===== config.mk =====
export PLATFORM = sky130hd
export DESIGN_NAME = dm_access_arbiter
export DESIGN_NICKNAME = d
export VERILOG_FILES = /design/src/rtl/dm_access_arbiter.sv
export SDC_FILE = /design/constraint.sdc
export NUM_CORES = 1
export LEC_CHECK = 0
export ABC_CLOCK_PERIOD_IN_PS = 4100
export CAP_MARGIN = 40
export CORE_MARGIN = 10
export CORE_UTILIZATION = 30
export CTS_CLUSTER_DIAMETER = 120
export CTS_CLUSTER_SIZE = 14
export DETAILED_ROUTE_END_ITERATION = 10
export DONT_BUFFER_PORTS = 1
export GPL_TIMING_DRIVEN = 0
export MAX_ROUTING_LAYER = met4
export PLACE_DENSITY_LB_ADDON = 0.05
export SLEW_MARGIN = 15
export SYNTH_ARGS = -nofsm -noshare
export SYNTH_HDL_FRONTEND = slang
export SYNTH_SLANG_ARGS = --single-unit

===== constraint.sdc =====
create_clock -name clk -period 4.1 [get_ports clk]
set_input_delay 0.205 -clock clk [delete_from_list [all_inputs] [get_ports clk]]
set_output_delay 0.205 -clock clk [all_outputs]
set_load 0.02 [all_outputs]

===== src/rtl/dm_access_arbiter.sv =====
// dm_access_arbiter: shares one big-endian, byte-addressed data memory between
// the CPU load/store port (A) and the loader/debug port (B). Each access takes
// exactly three cycles: the request is latched, the memory is driven for one
// cycle, and the response is returned. Misaligned, out-of-range and illegal
// accesses are rejected without touching memory.
module dm_access_arbiter #(
  parameter int MEM_BYTES = 64,
  parameter int FAIR      = 1
) (
  input  logic        clk,
  input  logic        rst,
  input  logic        ReqA,
  input  logic        ReqB,
  input  logic [31:0] AddrA,
  input  logic [31:0] AddrB,
  input  logic        WrA,
  input  logic        WrB,
  input  logic [2:0]  CtrlA,
  input  logic [2:0]  CtrlB,
  input  logic [31:0] DataWrA,
  input  logic [31:0] DataWrB,
  output logic        GntA,
  output logic        GntB,
  output logic        RdyA,
  output logic        RdyB,
  output logic [31:0] DataRdA,
  output logic [31:0] DataRdB,
  output logic        ErrA,
  output logic        ErrB,
  output logic [31:0] DMAddress,
  output logic [31:0] DMDataWr,
  output logic        DMWr,
  output logic [2:0]  DMCtrl,
  input  logic [31:0] DMDataRd
);

  typedef enum logic [1:0] {S_IDLE, S_ACCESS, S_RESP} state_t;

  localparam bit FairRR = (FAIR != 0);

  state_t      state_q;
  logic        last_b_q;   // 1: B was granted most recently
  logic        sel_b_q;    // 1: current access belongs to B
  logic [31:0] addr_q;
  logic        wr_q;
  logic [2:0]  ctrl_q;
  logic [31:0] data_q;
  logic        err_q;
  logic        gnt_a_q, gnt_b_q, rdy_a_q, rdy_b_q, err_a_q, err_b_q;
  logic [31:0] rd_a_q, rd_b_q;

  logic        sel_b_d;
  logic [31:0] addr_d;
  logic        wr_d;
  logic [2:0]  ctrl_d;
  logic [31:0] data_d;
  logic        err_d;
  logic [31:0] rd_d;

  // Rejects illegal size codes, sign-extending stores, misalignment, and any
  // access whose last byte falls past the end of memory (33-bit, no wrap).
  function automatic logic access_err(input logic [31:0] addr, input logic wr,
                                      input logic [2:0] ctrl);
    logic [32:0] size;
    logic [32:0] last;
    logic        err;
    err = 1'b0;
    case (ctrl)
      3'b000, 3'b100: size = 33'd1;
      3'b001, 3'b101: size = 33'd2;
      3'b010:         size = 33'd4;
      default: begin
        size = 33'd1;
        err  = 1'b1;
      end
    endcase
    if (wr && ctrl[2]) err = 1'b1;
    if ((ctrl[1:0] == 2'b01) && addr[0]) err = 1'b1;
    if ((ctrl == 3'b010) && (addr[1:0] != 2'b00)) err = 1'b1;
    last = {1'b0, addr} + size - 33'd1;
    if (last >= 33'(MEM_BYTES)) err = 1'b1;
    return err;
  endfunction

  // Winner selection and the request fields that get latched from it.
  always_comb begin
    sel_b_d = ReqB && (!ReqA || (FairRR && !last_b_q));
    addr_d  = sel_b_d ? AddrB   : AddrA;
    wr_d    = sel_b_d ? WrB     : WrA;
    ctrl_d  = sel_b_d ? CtrlB   : CtrlA;
    data_d  = sel_b_d ? DataWrB : DataWrA;
    err_d   = access_err(addr_d, wr_d, ctrl_d);
    rd_d    = (wr_q || err_q) ? 32'd0 : DMDataRd;
  end

  // Memory port is live only in ACCESS; elsewhere it idles as a word read at 0.
  always_comb begin
    DMWr      = 1'b0;
    DMAddress = 32'd0;
    DMDataWr  = 32'd0;
    DMCtrl    = 3'b010;
    if (state_q == S_ACCESS) begin
      DMWr      = wr_q && !err_q && !rst;
      DMAddress = addr_q;
      DMDataWr  = data_q;
      DMCtrl    = ctrl_q;
    end
  end

  // Access FSM: IDLE latches a request, ACCESS drives memory, RESP answers.
  always_ff @(posedge clk) begin
    if (rst) begin
      state_q  <= S_IDLE;
      last_b_q <= 1'b1;
      sel_b_q  <= 1'b0;
      addr_q   <= 32'd0;
      wr_q     <= 1'b0;
      ctrl_q   <= 3'b000;
      data_q   <= 32'd0;
      err_q    <= 1'b0;
      gnt_a_q  <= 1'b0;
      gnt_b_q  <= 1'b0;
      rdy_a_q  <= 1'b0;
      rdy_b_q  <= 1'b0;
      err_a_q  <= 1'b0;
      err_b_q  <= 1'b0;
      rd_a_q   <= 32'd0;
      rd_b_q   <= 32'd0;
    end else begin
      gnt_a_q <= 1'b0;
      gnt_b_q <= 1'b0;
      rdy_a_q <= 1'b0;
      rdy_b_q <= 1'b0;
      err_a_q <= 1'b0;
      err_b_q <= 1'b0;
      rd_a_q  <= 32'd0;
      rd_b_q  <= 32'd0;
      case (state_q)
        S_IDLE: begin
          if (ReqA || ReqB) begin
            sel_b_q  <= sel_b_d;
            last_b_q <= sel_b_d;
            addr_q   <= addr_d;
            wr_q     <= wr_d;
            ctrl_q   <= ctrl_d;
            data_q   <= data_d;
            err_q    <= err_d;
            gnt_a_q  <= !sel_b_d;
            gnt_b_q  <= sel_b_d;
            state_q  <= S_ACCESS;
          end
        end
        S_ACCESS: begin
          rdy_a_q <= !sel_b_q;
          rdy_b_q <= sel_b_q;
          err_a_q <= !sel_b_q && err_q;
          err_b_q <= sel_b_q && err_q;
          rd_a_q  <= sel_b_q ? 32'd0 : rd_d;
          rd_b_q  <= sel_b_q ? rd_d : 32'd0;
          state_q <= S_RESP;
        end
        S_RESP:  state_q <= S_IDLE;
        default: state_q <= S_IDLE;
      endcase
    end
  end

  assign GntA    = gnt_a_q;
  assign GntB    = gnt_b_q;
  assign RdyA    = rdy_a_q;
  assign RdyB    = rdy_b_q;
  assign ErrA    = err_a_q;
  assign ErrB    = err_b_q;
  assign DataRdA = rd_a_q;
  assign DataRdB = rd_b_q;

endmodule


==> run_results.csv, run 1 <==
group,metric,value,unit
outcome,status,"complete, no violations",
sta,hold_viol,0,
sta,maxSlewHeadroom,44.3,%
grt,grt.overflow.total,0,
sta,period_share,94.5,%
detailed_routing,ant_nets,0,
floorplan,dieWidth,178,um
placed_design,io_buffers,0,
min_path,holdCritStartpoint,"AddrB[25]",
grt,grt_start_max_net_pins,19,
layout,fin_area,10000,um2
clocking,cts_made_buffers,17,
clocking,cts_sinks,143,
critical_path,path_cells,"nand2_2 > nand2_4 > clkbuf_16 > and3_1 > a21oi_2 > ha_1 > inv_1 > ha_2 > inv_1 > fa_2 > nor2b_4 > o31ai_4 > a211o_4 > a31oi_1 > o21ai_1 > or4_1 > nand4b_1 > nor4_2 > a211oi_1",
floorplan,ioPinCount,310,
critical_path,path_max_fanout,9,
sta,tightest_slew,0.836,ns
critical_path,r2r-start,"last_b_q$_SDFFE_PP1P_",
yosys,synth_nets,1122,
clocking,htreeDepth,4,
detailed_routing,drt_iter0_drc,360,
grt,grt_usage,19.0,%
clocking,cts-root-buf,"clkbuf_16",
yosys,synthFlopType,"dfxtp_1",
placed_design,place_congestion,0.830,
yosys,yosys.area.top_type,"dfxtp_1",
floorplan,chipHeight,178,um
yosys,synthTopCellsByArea,"dfxtp_1 38%, and2_1 5.8%, and3_1 5.7%, ha_1 5.7%, nand2_1 4.8%",
detailed_routing,wire_per_inst,22.0,um
sta,clock_skew,0.0200,ns
layout,final_util,40.9,%
critical_path,path_common_cell,"inv_1",
critical_path,ff2ff_path_depth,19,
yosys,synth.cell_area,7510,um2
power_and_ir_drop,peakVddDrop,0.195,mV
clocking,clkTransAtPathRegs,0.08,ns
yosys,yosysTopAreaCellShare,38.1,%
min_path,min_path_type,"input pin to flop",
sta,fmax,0.258,GHz
critical_path,path_delay_family,"simple AND/OR/NAND/NOR gates",
critical_path,max_stage_delay,0.47,ns
critical_path,worst-path-buf-inv,3,
clocking,cts_buffer_depth,2,
sta,fin_ws,0.226,ns
yosys,synthArstFlopShare,0,%
layout,num_antenna_cells,0,
critical_path,crit_type,"flop to flop",
clocking,clkLatencyLatePin,0.44,ns
grt,antenna_found_initial,0,
detailed_routing,wl,30400,um
floorplan,dieArea,31800,um2
critical_path,crit_slowest_cell,"or4_1",
sta,timing.hold.ws,0.0511,ns
sta,period_needed,3.87,ns
sta,setup_violations,0,
critical_path,cp-end-kind,"flop",
sta,slew_violations,0,
detailed_routing,firstDrtPassIters,5,
placed_design,hpwl,23300,um
yosys,avgSynthCellArea,8.21,um2
critical_path,cp-start-kind,"flop",
detailed_routing,drc_errors,0,
power_and_ir_drop,p_leak,0.00436,uW
floorplan,std_cell_rows,57,
layout,drive_gt1_share,9.73,%
floorplan,start_util,30.7,%
yosys,ys_ff_latch,143,
placed_design,place_ws,-1.04,ns
min_path,min_to,"addr_q[25]$_SDFFE_PP0P_",
detailed_routing,routed_via_density,5.19,
critical_path,arrival,4.17,ns
yosys,ys_seq_area_share,38.1,%
critical_path,ff2ff_setup_slack,0.23,ns
detailed_routing,vias,7173,
run,cap_violations,0,
yosys,synth_edf_count,0,
min_path,hold_depth,2,
power_and_ir_drop,p_per_area,440,nW/um2
critical_path,rr_endpoint,"err_q$_SDFFE_PP0P_",
yosys,yosysWarnings,0,
critical_path,cp.required,4.39,ns
floorplan,coreArea,24500,um2
layout,final_nets,1253,
placed_design,dpl_cell_area,7940,um2
layout,syn_to_final_growth,33.3,%
yosys,yosys.cell_types.count,60,
yosys,syn_inst,915,
grt,grt_pass1_vias,7600,
clocking,cts_tree,"built",
power_and_ir_drop,fin_total_pwr,4410,uW
grt,grt_first_pass_wirelength,45600,um
sta,rsz0062_at_grt,"false",
-- sequential cells by signal, summed over array words and instances (netlist names), 2 cells and up --
register and cells:
DataRdA 32, ctrl_q 3, data_q 32, addr_q 32
DataRdB 32, state_q 2
-- final cells by class --
type,instances,area [um2]
Sequential cell,143,2860
Inverter,44,165
Timing Repair Buffer,115,1140
Fill cell,2544,14400
Buffer,60,288
Multi-Input combinational cell,665,4550
Tap cell,324,405
Clock buffer,17,425
Clock inverter,15,183
-- how the worst max path moves through the flow --
stage | start | end | slack (ns) | depth (start not counted)
floorplan | last_b_q$_SDFFE_PP1P_ | err_q$_SDFFE_PP0P_ | 0.09 | 19
global placement | last_b_q$_SDFFE_PP1P_ | err_q$_SDFFE_PP0P_ | -1.01 | 19
detailed placement | last_b_q$_SDFFE_PP1P_ | err_q$_SDFFE_PP0P_ | -1.04 | 19
CTS | last_b_q$_SDFFE_PP1P_ | err_q$_SDFFE_PP0P_ | 0.004 | 20
global route | last_b_q$_SDFFE_PP1P_ | err_q$_SDFFE_PP0P_ | 0.02 | 15
finish | last_b_q$_SDFFE_PP1P_ | err_q$_SDFFE_PP0P_ | 0.23 | 19
-- cell usage after synthesis, drive strengths merged (8+ instances only) --
| master | count |
|---|---|
| ha | 34 |
| nand2 | 97 |
| a21o | 9 |
| and3 | 68 |
| a311oi | 38 |
| inv | 44 |
| o21ai | 20 |
| dfxtp | 143 |
| a31oi | 11 |
| a21oi | 40 |
| clkbuf | 58 |
| nor2 | 95 |
| a211oi | 35 |
| nor3 | 11 |
| and2 | 70 |
| mux2i | 33 |
| xor2 | 8 |
-- cells by family after synthesis --
kind of cell / after synthesis / synth area share, %
simple gates: 384 / 25.6
fa+ha+maj: 35 / 5.93
buf+inv: 107 / 5.46
mux: 35 / 4.70
xor+xnor: 13 / 1.52
compound gates: 198 / 18.7
flops: 143 / 38.1
-- layout by cell type, fill, tap and decap left out, types with 11 or more instances in the layout --
master / instances
nand2_1: 95
buf_4: 11
ha_1: 31
a21oi_1: 37
and2_1: 69
nor3_1: 11
and3_1: 68
a211oi_1: 34
clkbuf_1: 50
o21ai_0: 13
clkbuf_16: 18
nor2_1: 95
a311oi_1: 36
dlygate4sd3_1: 105
dfxtp_1: 142
inv_1: 44
mux2i_1: 21
-- where the power goes --
group          internal [uW]  switching (uW)  total [uW]
clock network            831             774        1610
logic                    509             749        1260
registers               1480            64.3        1550
total                   2830            1590        4410
-- worst reg2reg max path: stages, from the launching register on --
cell,delay (ns)
dfxtp_2,0.32
nand2_2,0.08
nand2_4,0.10
clkbuf_16,0.19
and3_1,0.19
a21oi_2,0.15
ha_1,0.25
inv_1,0.06
ha_2,0.19
inv_1,0.06
fa_2,0.35
nor2b_4,0.13
o31ai_4,0.09
a211o_4,0.38
a31oi_1,0.16
o21ai_1,0.09
or4_1,0.47
nand4b_1,0.22
nor4_2,0.18
a211oi_1,0.11
-- metal layers --
metal | vias to the layer above | track usage [%] | part of all wire [%]
met1 | 3413 | 21.1 | 41
li1 | 3520 | - | -
met5 | - | - | 0
met2 | 206 | 33.6 | 52
met4 | 0 | 5.75 | 2.0
met3 | 34 | 3.81 | 4.9
-- metrics by stage --
step,cells,TNS [ns]
after global placement,1239,-1.01
after detailed placement,1240,-1.04
after floorplan,915,0
final,1383,0
after global routing,1383,0
after CTS,1375,0
-- repair_timing --
| action | 4_1_cts | 5_1_grt |
|---|---|---|
| buffers inserted | 1 | 8 |
| gates cloned | 0 | 0 |
| pin swaps | 5 | 14 |
| gates resized for setup | 51 | 33 |
| endpoints found under the setup margin | 1 | 1 |
| hold endpoints to repair | 101 | 0 |
| hold buffers | 105 | 0 |
No activity file was read; power rests on OpenSTA's default activity.
==> run 2, diff against run 1 <==
PLACE_DENSITY = 0.43   (was default)
PLACE_DENSITY_LB_ADDON = default   (was 0.05)
SLEW_MARGIN = default   (was 15)
==> run_results.csv, run 2 (synthesized netlist as in run 1, its figures left out) <==
group,metric,value,unit
outcome,status,"complete, no violations",
sta,fmax,0.254,GHz
min_path,min_path_type,"input pin to flop",
min_path,holdCritStartpoint,"AddrA[12]",
sta,period_share,95.9,%
clocking,cts_tree,"built",
grt,use_met3,4.14,%
power_and_ir_drop,p_per_area,428,nW/um2
power_and_ir_drop,peakVddDrop,0.188,mV
layout,num_antenna_cells,0,
grt,grt_usage,18.7,%
layout,multi_input_area,4690,um2
layout,drive_gt1_share,12.6,%
clocking,clkTransAtPathRegs,0.08,ns
sta,period_needed,3.93,ns
floorplan,start_util,30.7,%
clocking,htreeDepth,4,
floorplan,chipHeight,178,um
placed_design,place_ws,-1.09,ns
power_and_ir_drop,power_frac_clock,34.5,%
min_path,hold_depth,2,
critical_path,path_max_fanout,11,
grt,use_met2,31.6,%
detailed_routing,vias,7335,
critical_path,cp-start-kind,"flop",
detailed_routing,wire_per_inst,22.0,um
grt,grt_pass1_vias,7479,
grt,antenna_found_initial,0,
critical_path,rr_endpoint,"err_q$_SDFFE_PP0P_",
layout,final_nets,1263,
grt,grt_start_max_net_pins,17,
clocking,cts-root-buf,"clkbuf_16",
critical_path,ff2ff_path_depth,17,
detailed_routing,drt_iter0_drc,386,
run,cap_violations,0,
min_path,min_to,"addr_q[12]$_SDFFE_PP0P_",
sta,fin_setup_tns,0,ns
critical_path,crit_type,"flop to flop",
floorplan,ioPinCount,310,
layout,syn_to_final_growth,35.6,%
critical_path,arrival,4.20,ns
detailed_routing,firstDrtPassIters,5,
floorplan,dieArea,31800,um2
sta,tightest_slew,0.772,ns
sta,hold_viol,0,
floorplan,coreArea,24500,um2
sta,maxSlewHeadroom,48.6,%
grt,top_usage_layer,"met2",
sta,setup_violations,0,
clocking,cts_sinks,143,
sta,slew_violations,0,
placed_design,io_buffers,0,
placed_design,place_congestion,0.835,
layout,final_common_cell,"dfxtp_1",
power_and_ir_drop,p_seq_share,35.5,%
power_and_ir_drop,power.switching,1540,uW
placed_design,hpwl,23400,um
power_and_ir_drop,switching_share,35.3,%
grt,grt.overflow.total,0,
power_and_ir_drop,p_leak,0.00436,uW
power_and_ir_drop,comb_power_share,30.0,%
sta,clock_skew,0.0156,ns
floorplan,std_cell_rows,57,
detailed_routing,ant_nets,0,
sta,rsz0062_at_grt,"true",
layout,final_cell_mix,"142 x dfxtp_1, 105 x dlygate4sd3_1, 95 x nand2_1",
grt,grt_first_pass_wirelength,45100,um
grt,grtUsageMet1,21.5,%
critical_path,ff2ff_setup_slack,0.17,ns
floorplan,dieWidth,178,um
power_and_ir_drop,intPower,2820,uW
clocking,clkLatencyLatePin,0.43,ns
clocking,cts_made_buffers,17,
layout,regArea,2860,um2
critical_path,cp-end-kind,"flop",
layout,fillers,2486,
detailed_routing,routed_via_density,5.27,
critical_path,cp.required,4.37,ns
detailed_routing,drc_errors,0,
sta,fin_ws,0.168,ns
detailed_routing,wl,30600,um
critical_path,r2r-start,"last_b_q$_SDFFE_PP1P_",
clocking,cts_buffer_depth,2,
-- run 2: power groups by stage --
| stage | logic, uW | registers (uW) | clock network (uW) |
|---|---|---|---|
| after floorplan | 775 | 1560 | 0 |
| after global placement | 1040 | 1580 | 0 |
| after detailed placement | 1030 | 1580 | 0 |
| after CTS | 1220 | 1550 | 1560 |
| after global routing | 1450 | 1560 | 1610 |
| final | 1310 | 1550 | 1510 |
-- run 2: routing by layer --
layer  vias up  share of wire, %
li1       3526                 -
met5         -                 0
met1      3532                41
met2       245                50
met3        32               6.5
met4         0               2.2
-- run 2: per-stage QoR --
step | hold slack [ns] | cell area [um2] | total power, uW | instances | util [%]
2_1_floorplan | 0.293 | 7510 | 2340 | 915 | -
3_3_place_gp | 0.306 | 7920 | 2620 | 1239 | 32.4
3_5_place_dp | 0.306 | 7930 | 2610 | 1240 | 32.4
4_1_cts | 0.0708 | 9790 | 4320 | 1380 | 40.0
5_1_grt | 0.0730 | 10200 | 4620 | 1392 | 41.7
6_report | 0.0677 | 10200 | 4360 | 1392 | 41.7
-- run 2: area by class of cell --
class / instances / share of cell area (%)
clock inverters: 14 / 1.19
multi-input cells: 665 / 46.0
clock buffers: 17 / 4.17
repair buffers: 128 / 12.1
inverters: 44 / 1.62
plain buffers: 57 / 2.84
well taps: 324 / 3.98
flip-flops and latches: 143 / 28.1
-- run 2: worst max-delay path by stage --
| stage | cells after the start | from | to | slack, ns |
|---|---|---|---|---|
| 2_1_floorplan | 19 | last_b_q$_SDFFE_PP1P_ | err_q$_SDFFE_PP0P_ | 0.09 |
| 3_3_place_gp | 16 | last_b_q$_SDFFE_PP1P_ | err_q$_SDFFE_PP0P_ | -1.12 |
| 3_5_place_dp | 16 | last_b_q$_SDFFE_PP1P_ | err_q$_SDFFE_PP0P_ | -1.09 |
| 4_1_cts | 19 | last_b_q$_SDFFE_PP1P_ | err_q$_SDFFE_PP0P_ | 0.01 |
| 5_1_grt | 20 | last_b_q$_SDFFE_PP1P_ | err_q$_SDFFE_PP0P_ | -0.09 |
| 6_report | 17 | last_b_q$_SDFFE_PP1P_ | err_q$_SDFFE_PP0P_ | 0.17 |
-- run 2: worst max-delay path, stage by stage (launching register included) --
cell	delay, ns
dfxtp_2	0.33
nand2_2	0.08
nand2_4	0.13
buf_4	0.14
buf_12	0.15
mux2i_4	0.25
inv_1	0.06
ha_1	0.30
buf_6	0.14
a21o_1	0.23
a221o_1	0.36
a31oi_2	0.19
or3_1	0.15
o2111ai_1	0.10
or4_1	0.55
nand4b_1	0.21
nor4_2	0.31
a211oi_1	0.10
-- run 2: repair_timing --
action | CTS | global route
gates cloned | 0 | 0
buffers inserted | 5 | 17
setup endpoints to repair | 1 | 1
gates resized for setup | 50 | 62
hold buffers | 105 | 0
endpoints found under the hold margin | 101 | 0
pin swaps | 6 | 27
